===== src/rtl/clk_div_pkg.sv =====
// Shared types for the clk_div run/stop/reconfiguration controller.
// Holds the controller state encoding and the default divisor width.
// No logic; imported by the controller and its interface users.
package clk_div_pkg;

  localparam int DIV_W_DEF = 32;

  typedef enum logic [1:0] {
    IDLE  = 2'd0,
    HOLD  = 2'd1,
    RUN   = 2'd2,
    DRAIN = 2'd3
  } state_t;

endpackage


===== src/rtl/clk_div_ctrl_if.sv =====
// Divisor configuration handshake between register logic and clk_div_ctrl.
// A divisor transfers on any clk_in edge where cfg_valid & cfg_ready.
// The controller drops cfg_ready while it drains or holds the divider.
interface clk_div_ctrl_if #(
  parameter int DIV_W = 32
);
  logic             cfg_valid;
  logic [DIV_W-1:0] cfg_div;
  logic             cfg_ready;

  modport master (output cfg_valid, output cfg_div, input  cfg_ready);
  modport slave  (input  cfg_valid, input  cfg_div, output cfg_ready);
endinterface


===== src/rtl/clk_div_ctrl.sv =====
// Stops, reprograms and restarts a clk_div without truncating a high pulse.
// Restart latency SETTLE_CYCLES+1 edges; stop waits for clk_fb low (<= div+2).
// cfg_ready low in DRAIN/HOLD; optional CLK_DIV_CTRL_TIMEOUT_EN bounds DRAIN.
module clk_div_ctrl
  import clk_div_pkg::*;
#(
  parameter int               DIV_W         = DIV_W_DEF,
  parameter logic [DIV_W-1:0] DEFAULT_DIV   = '0,
  parameter int               SETTLE_CYCLES = 2
) (
  input  logic             clk_in,
  input  logic             rst,
  input  logic             run,
  clk_div_ctrl_if.slave    cfg,
  input  logic             clk_fb,
  output logic [DIV_W-1:0] div_out,
  output logic             div_rst,
  output logic             busy,
  output logic             locked
`ifdef CLK_DIV_CTRL_TIMEOUT_EN
  ,
  output logic             timeout_err
`endif
);

  localparam int             SW          = (SETTLE_CYCLES > 1) ? $clog2(SETTLE_CYCLES) : 1;
  localparam logic [SW-1:0]  SETTLE_LAST = SW'(SETTLE_CYCLES - 1);

  state_t           r_state;
  logic [DIV_W-1:0] r_pend_div;
  logic             r_stop_req;
  logic [SW-1:0]    r_settle_cnt;
  logic             w_accept;
  logic             w_tmo;

  assign w_accept = cfg.cfg_valid & cfg.cfg_ready;

`ifdef CLK_DIV_CTRL_TIMEOUT_EN
  logic [DIV_W:0] r_tmo_cnt;

  // Fires in the DRAIN cycle that completes div_out+3 cycles with clk_fb stuck high.
  assign w_tmo = (r_state == DRAIN) && clk_fb &&
                 ((r_tmo_cnt + (DIV_W+1)'(1)) == ({1'b0, div_out} + (DIV_W+1)'(3)));

  // Count cycles spent in DRAIN and latch a sticky error when the bound is hit.
  always_ff @(posedge clk_in) begin
    if (rst) begin
      r_tmo_cnt   <= '0;
      timeout_err <= 1'b0;
    end else begin
      if (r_state == DRAIN) r_tmo_cnt <= r_tmo_cnt + (DIV_W+1)'(1);
      else                  r_tmo_cnt <= '0;
      if (w_tmo) timeout_err <= 1'b1;
    end
  end
`else
  assign w_tmo = 1'b0;
`endif

  // Divider reset: in DRAIN it follows ~clk_fb so the divider clears only while clk_out is low.
  always_comb begin
    div_rst = 1'b1;
    case (r_state)
      RUN:     div_rst = 1'b0;
      DRAIN:   div_rst = ~clk_fb | w_tmo;
      default: div_rst = 1'b1;
    endcase
  end

  // Sequencer FSM with registered status outputs updated on each transition.
  always_ff @(posedge clk_in) begin
    if (rst) begin
      r_state       <= IDLE;
      div_out       <= DEFAULT_DIV;
      r_pend_div    <= DEFAULT_DIV;
      r_stop_req    <= 1'b0;
      r_settle_cnt  <= '0;
      locked        <= 1'b0;
      busy          <= 1'b0;
      cfg.cfg_ready <= 1'b1;
    end else begin
      case (r_state)
        IDLE: begin
          // Divider is held in reset here, so a new divisor can go straight out.
          if (w_accept) begin
            div_out    <= cfg.cfg_div;
            r_pend_div <= cfg.cfg_div;
          end
          if (run) begin
            r_state       <= HOLD;
            r_stop_req    <= 1'b0;
            r_settle_cnt  <= '0;
            busy          <= 1'b1;
            cfg.cfg_ready <= 1'b0;
          end
        end
        HOLD: begin
          if (r_settle_cnt == SETTLE_LAST) begin
            busy          <= 1'b0;
            cfg.cfg_ready <= 1'b1;
            if (r_stop_req || !run) begin
              r_state <= IDLE;
            end else begin
              r_state <= RUN;
              locked  <= 1'b1;
            end
          end else begin
            r_settle_cnt <= r_settle_cnt + 1'b1;
          end
        end
        RUN: begin
          if (w_accept || !run) begin
            r_state       <= DRAIN;
            r_stop_req    <= ~run;
            locked        <= 1'b0;
            busy          <= 1'b1;
            cfg.cfg_ready <= 1'b0;
            if (w_accept) r_pend_div <= cfg.cfg_div;
          end
        end
        DRAIN: begin
          // div_rst is already high this cycle, so the divider clears on this same edge.
          if (!clk_fb || w_tmo) begin
            r_state      <= HOLD;
            div_out      <= r_pend_div;
            r_settle_cnt <= '0;
          end
        end
      endcase
    end
  end

endmodule

===== src/flat_wrapper.sv =====
// flat-port wrapper written by rule: the top's interface ports become plain ports
module clk_div_ctrl_flat import clk_div_pkg::*;
#(
  parameter int               DIV_W         = DIV_W_DEF,
  parameter logic [DIV_W-1:0] DEFAULT_DIV   = '0,
  parameter int               SETTLE_CYCLES = 2
)
  (clk_in, rst, run, clk_fb, div_out, div_rst, busy, locked, cfg_cfg_valid, cfg_cfg_div, cfg_cfg_ready);
  clk_div_ctrl_if #(.DIV_W(DIV_W)) cfg_i ();
  input  logic clk_in;
  input  logic rst;
  input  logic run;
  input  logic clk_fb;
  output logic [DIV_W-1:0] div_out;
  output logic div_rst;
  output logic busy;
  output logic locked;
  input wire logic [$bits(cfg_i.cfg_valid)-1:0] cfg_cfg_valid;
  input wire logic [$bits(cfg_i.cfg_div)-1:0] cfg_cfg_div;
  output wire logic [$bits(cfg_i.cfg_ready)-1:0] cfg_cfg_ready;
  assign cfg_i.cfg_valid = cfg_cfg_valid;
  assign cfg_i.cfg_div = cfg_cfg_div;
  assign cfg_cfg_ready = cfg_i.cfg_ready;
  clk_div_ctrl #(.DIV_W(DIV_W), .DEFAULT_DIV(DEFAULT_DIV), .SETTLE_CYCLES(SETTLE_CYCLES)) u_core (.clk_in(clk_in), .rst(rst), .run(run), .cfg(cfg_i), .clk_fb(clk_fb), .div_out(div_out), .div_rst(div_rst), .busy(busy), .locked(locked));
endmodule

===== config.mk =====
export PLATFORM = sky130hd
export DESIGN_NAME = clk_div_ctrl_flat
export DESIGN_NICKNAME = d
export VERILOG_FILES = /design/src/rtl/clk_div_pkg.sv /design/src/rtl/clk_div_ctrl_if.sv /design/src/rtl/clk_div_ctrl.sv /design/src/flat_wrapper.sv
export SDC_FILE = /design/constraint.sdc
export NUM_CORES = 1
export LEC_CHECK = 0
export CAP_MARGIN = 20
export CORE_AREA = 4 4 84 86
export DETAILED_ROUTE_END_ITERATION = 7
export DIE_AREA = 0 0 88 90
export PLACE_DENSITY_LB_ADDON = 0.25
export SYNTH_ARGS = -nofsm -noshare
export SYNTH_HDL_FRONTEND = slang
export SYNTH_SLANG_ARGS = --single-unit
export TNS_END_PERCENT = 10

===== constraint.sdc =====
create_clock -name clk_in -period 2 [get_ports clk_in]
set_input_delay 0.2 -clock clk_in [delete_from_list [all_inputs] [get_ports clk_in]]
set_output_delay 0.2 -clock clk_in [all_outputs]
set_load 0.01 [all_outputs]

==> results of run 1 <==
[worst reg2reg max path, stage by stage, from the launching register on]
cell	delay [ps]
dfxtp_1	380
inv_1	100
ha_1	270
nand2b_1	210
a21oi_4	200
buf_4	240
nor2_1	70
a211oi_1	220
[metal layers]
layer | vias up | GRT usage [%]
li1 | 1296 | -
met4 | 0 | 6.14
met5 | - | 0
met1 | 1118 | 21.9
met2 | 63 | 27.3
met3 | 11 | 5.21
[metrics by stage]
stage          power, mW  instances  area, um^2
6_report            4.14        487        4030
5_1_grt             4.39        487        4030
4_1_cts             4.19        487        4030
3_5_place_dp        2.91        471        3810
3_3_place_gp        2.89        471        3810
2_1_floorplan       2.41        335        3000
[sequential cells by signal, indices dropped and copies added (netlist names)]
signal,cells
u_core.locked,1
u_core.div_out,32
u_core.cfg.cfg_ready,1
u_core.busy,1
u_core.r_state,2
u_core.r_pend_div,32
u_core.r_stop_req,1
u_core.r_settle_cnt,1
[synthesized netlist by cell type (all sizes together)]
library cell | count | area share [%]
and2 | 1 | 0.29
o211ai | 2 | 0.50
a2111oi | 2 | 1.8
a211o | 2 | 0.62
o31ai | 1 | 0.25
mux2i | 33 | 11
nor3 | 3 | 0.50
inv | 6 | 0.75
clkbuf | 13 | 1.6
o211a | 1 | 0.33
a211oi | 34 | 8.5
nand2b | 2 | 0.42
o21ai | 1 | 0.17
ha | 5 | 2.1
nand2 | 64 | 8.0
dfxtp | 71 | 47
a21boi | 1 | 0.62
buf | 12 | 2.5
nand3 | 1 | 0.33
nor2 | 38 | 4.7
nor2b | 2 | 0.50
or2b | 1 | 0.25
a21oi | 39 | 6.9
[power by group]
| part | total (mW) | leakage (nW) | switching (mW) | internal (mW) |
|---|---|---|---|---|
| Clock | 1.27 | 0.110 | 0.537 | 0.737 |
| Combinational | 1.11 | 0.722 | 0.553 | 0.562 |
| Sequential | 1.76 | 0.584 | 0.123 | 1.63 |
| Total | 4.14 | 1.42 | 1.21 | 2.93 |
[worst min-delay path by stage]
stage,slack (ps),start,end,cells past startpoint
final,370,rst,u_core.r_settle_cnt,2
after global routing,420,cfg_cfg_div[11],u_core.r_pend_div[11],3
after CTS,360,rst,u_core.r_settle_cnt,2
after detailed placement,450,u_core.r_pend_div[23],u_core.r_pend_div[23],2
after global placement,440,u_core.r_pend_div[13],u_core.r_pend_div[13],2
after floorplan,340,cfg_cfg_div[0],u_core.r_pend_div[0],2
[kinds of logic after synthesis]
family,Yosys count,synth area share [%]
and+or+nand+nor,112,15.0
AOI/OAI and AO/OA,83,19.7
DFF,71,47.3
muxes,33,11.0
buffers and inverters,31,4.87
adders and majority gates,5,2.08
[area by class of cell]
class / instances / share of cell area, %
well taps: 77 / 2.39
clock buffers: 11 / 3.51
repair buffers: 84 / 20.6
multi-input cells: 233 / 35.7
flip-flops and latches: 71 / 35.3
clock inverters: 5 / 2.02
inverters: 6 / 0.558
==> reports/summary.md, run 1 <==
The met1 layer wirelength in the final routing was 2990 um; the final antenna-violating net count was 0. The tools report the category of the worst setup path capture point as a flop. For flop-to-flop paths, the worst setup slack is 210 ps.

The uppermost metal layer occupied by signal nets was met4. Final max-slew violation count: 0. For this design the ratio of total power to cell area is 1030 mW/mm^2. The class of the tightest hold or removal check was in2reg. The run gives 0 as the total count of hold-check failures in the final report. The run gives 0 as the initial antenna violation count.

In the final layout, the multi-input gates occupy 0.00144 mm^2. Setup repair after global routing left no endpoint under its margin. The library cell contributing the largest single delay on the critical path is dfxtp_1. The share of the yosys chip area belonging to registers came out at 47.3%.

The die is 88 um wide. The number of levels in the clock H-tree is 3, and the arrival time at the worst endpoint is 2030 ps. The number of maximum-capacitance constraint violations was 0. The pin count of the biggest net entering global routing was 47; the mean routed wirelength per cell was 13.4 um.

The placeable core region was 0.00628 mm^2. The quantity of hold-fixing buffers added after cts was 0. Along the worst path, the maximum fanout reaches 18.

The first-pass GRT wire length is 10900 um, and the post-CTS setup buffer count is 0. The tools report the top achievable clock speed as 559 MHz. Clock latency on the worst-skew pair, taken at its later pin, is 340 ps. The tools report the cell at the root of the clock tree as clkbuf_8.

The critical path crosses 7 cells after its start point. The family of cells with the greatest summed delay on the critical path was compound AO/OA/AOI/OAI gates. The number of design-rule violations left by the first detailed-router iteration was 61. The via count was 2488. The routed design has 6500 um of wire.

The Yosys step of the flow raised 0 warnings. Measured in cells, the most critical reg-to-reg path has a length of 7. The run gives 377 as the post-synthesis net count. The die covers 0.00792 mm^2. Setup violations remaining at the end of the flow were counted as 0.

Transition time of the tightest slew-check pin: 648 ps. Counting flops and latches in the post-synthesis netlist gives 71. For the placed wire-length estimate, the log shows 4500 um.

The top cell types in the final layout, fill and taps aside, are clkdlybuf4s50_1, dfxtp_1, nand2_1, a21oi_1, nor2_1. The most critical setup path has its startpoint at u_core.r_state[1]. Input and output buffers added on the ports amount to 72. For this run, the total global-route usage over all layers was measured as 17.2%. The register area came out at 0.00142 mm^2. Number of top-level pins: 73. The final layout contains 447 nets. The total clock sinks is 71. The logs give 2404 for the via count of the first global-routing pass and 29 for the number of rows created at floorplan.

Final hold analysis gives a worst-case slack of 365 ps. For this design the static power due to leakage is 1.42 nW. The portion of the clock cycle consumed by the worst path in the final layout was 89.4%.

The filler cell count came out at 528. Total length of routed met3 wires: 446 um. At the worst endpoint, the required time is 2250 ps. The core occupancy in the finished layout was 64.2%.

The maximum resistive drop on vdd was 549 uV; the average size of a mapped cell was 8.97 um^2. Prior to clock tree synthesis, the placed netlist has a worst setup slack of 214 ps. The worst register-to-register path ends at u_core.div_out[25]. The worst setup path is launched from a flop. 0 antenna diodes ended up in the layout.

The run gives 0.730 as the weighted congestion at the end of routability-driven global placement. For this configuration, the core starts out at a cell density of 47.9%. Synthesized instance count: 335. Clock skew on the completed layout was measured at 9.77 ps. Launch point of the worst reg-to-reg path: u_core.r_state[1]. The number of distinct library cell variants in the gate-level netlist after synthesis was 29; the area growth from synthesis to layout was 34.2%. For the number of buffers on the longest clock path, the log shows 2.

Detailed routing placed a total of 2970 um of wire on met2. The worst setup path is of the reg2reg kind. After synthesis the cells add up to 0.00300 mm^2. In this run the worst setup path terminates at u_core.div_out[25].

The critical path goes through inv_1 -> ha_1 -> nand2b_1 -> a21oi_4 -> buf_4 -> nor2_1 -> a211oi_1. Setup slack closes at 211 ps. The delay of the slowest cell on the worst path is 380 ps, and the overflow left after global routing is 0. The tools report the number of detailed-route iterations in the first pass as 4.

The overall die height works out to 90 um. The number of gates resized after CTS was 2. Dividing the detail-routed via count by the number of cells gives 5.11. The run finished with clean final reports. The detailed-route DRC error count came out at 0. TritonCTS built the clock tree. Headroom to the max-slew limit came out at 56.8%.

Together, buffers and inverters on the worst path number 2. Buffers inserted during clock tree synthesis total 9. After clock tree synthesis, the clock-pin slew on the worst setup and hold paths is 70 ps. Subtracting the final worst setup slack from the clock period gives 1790 ps. Cells with a size suffix above 1 make up 9.27% of the layout.

The run gives 0 ps as the total negative slack.
Note: power is estimated with default switching activity, not from simulation.
==> inputs of run 2 (changes only) <==
- GPL_ROUTABILITY_DRIVEN: not set -> 0
- SLEW_MARGIN: not set -> 20
==> results of run 2 <==
Same layout as run 1: the final DEF is identical, and so are final timing and power.
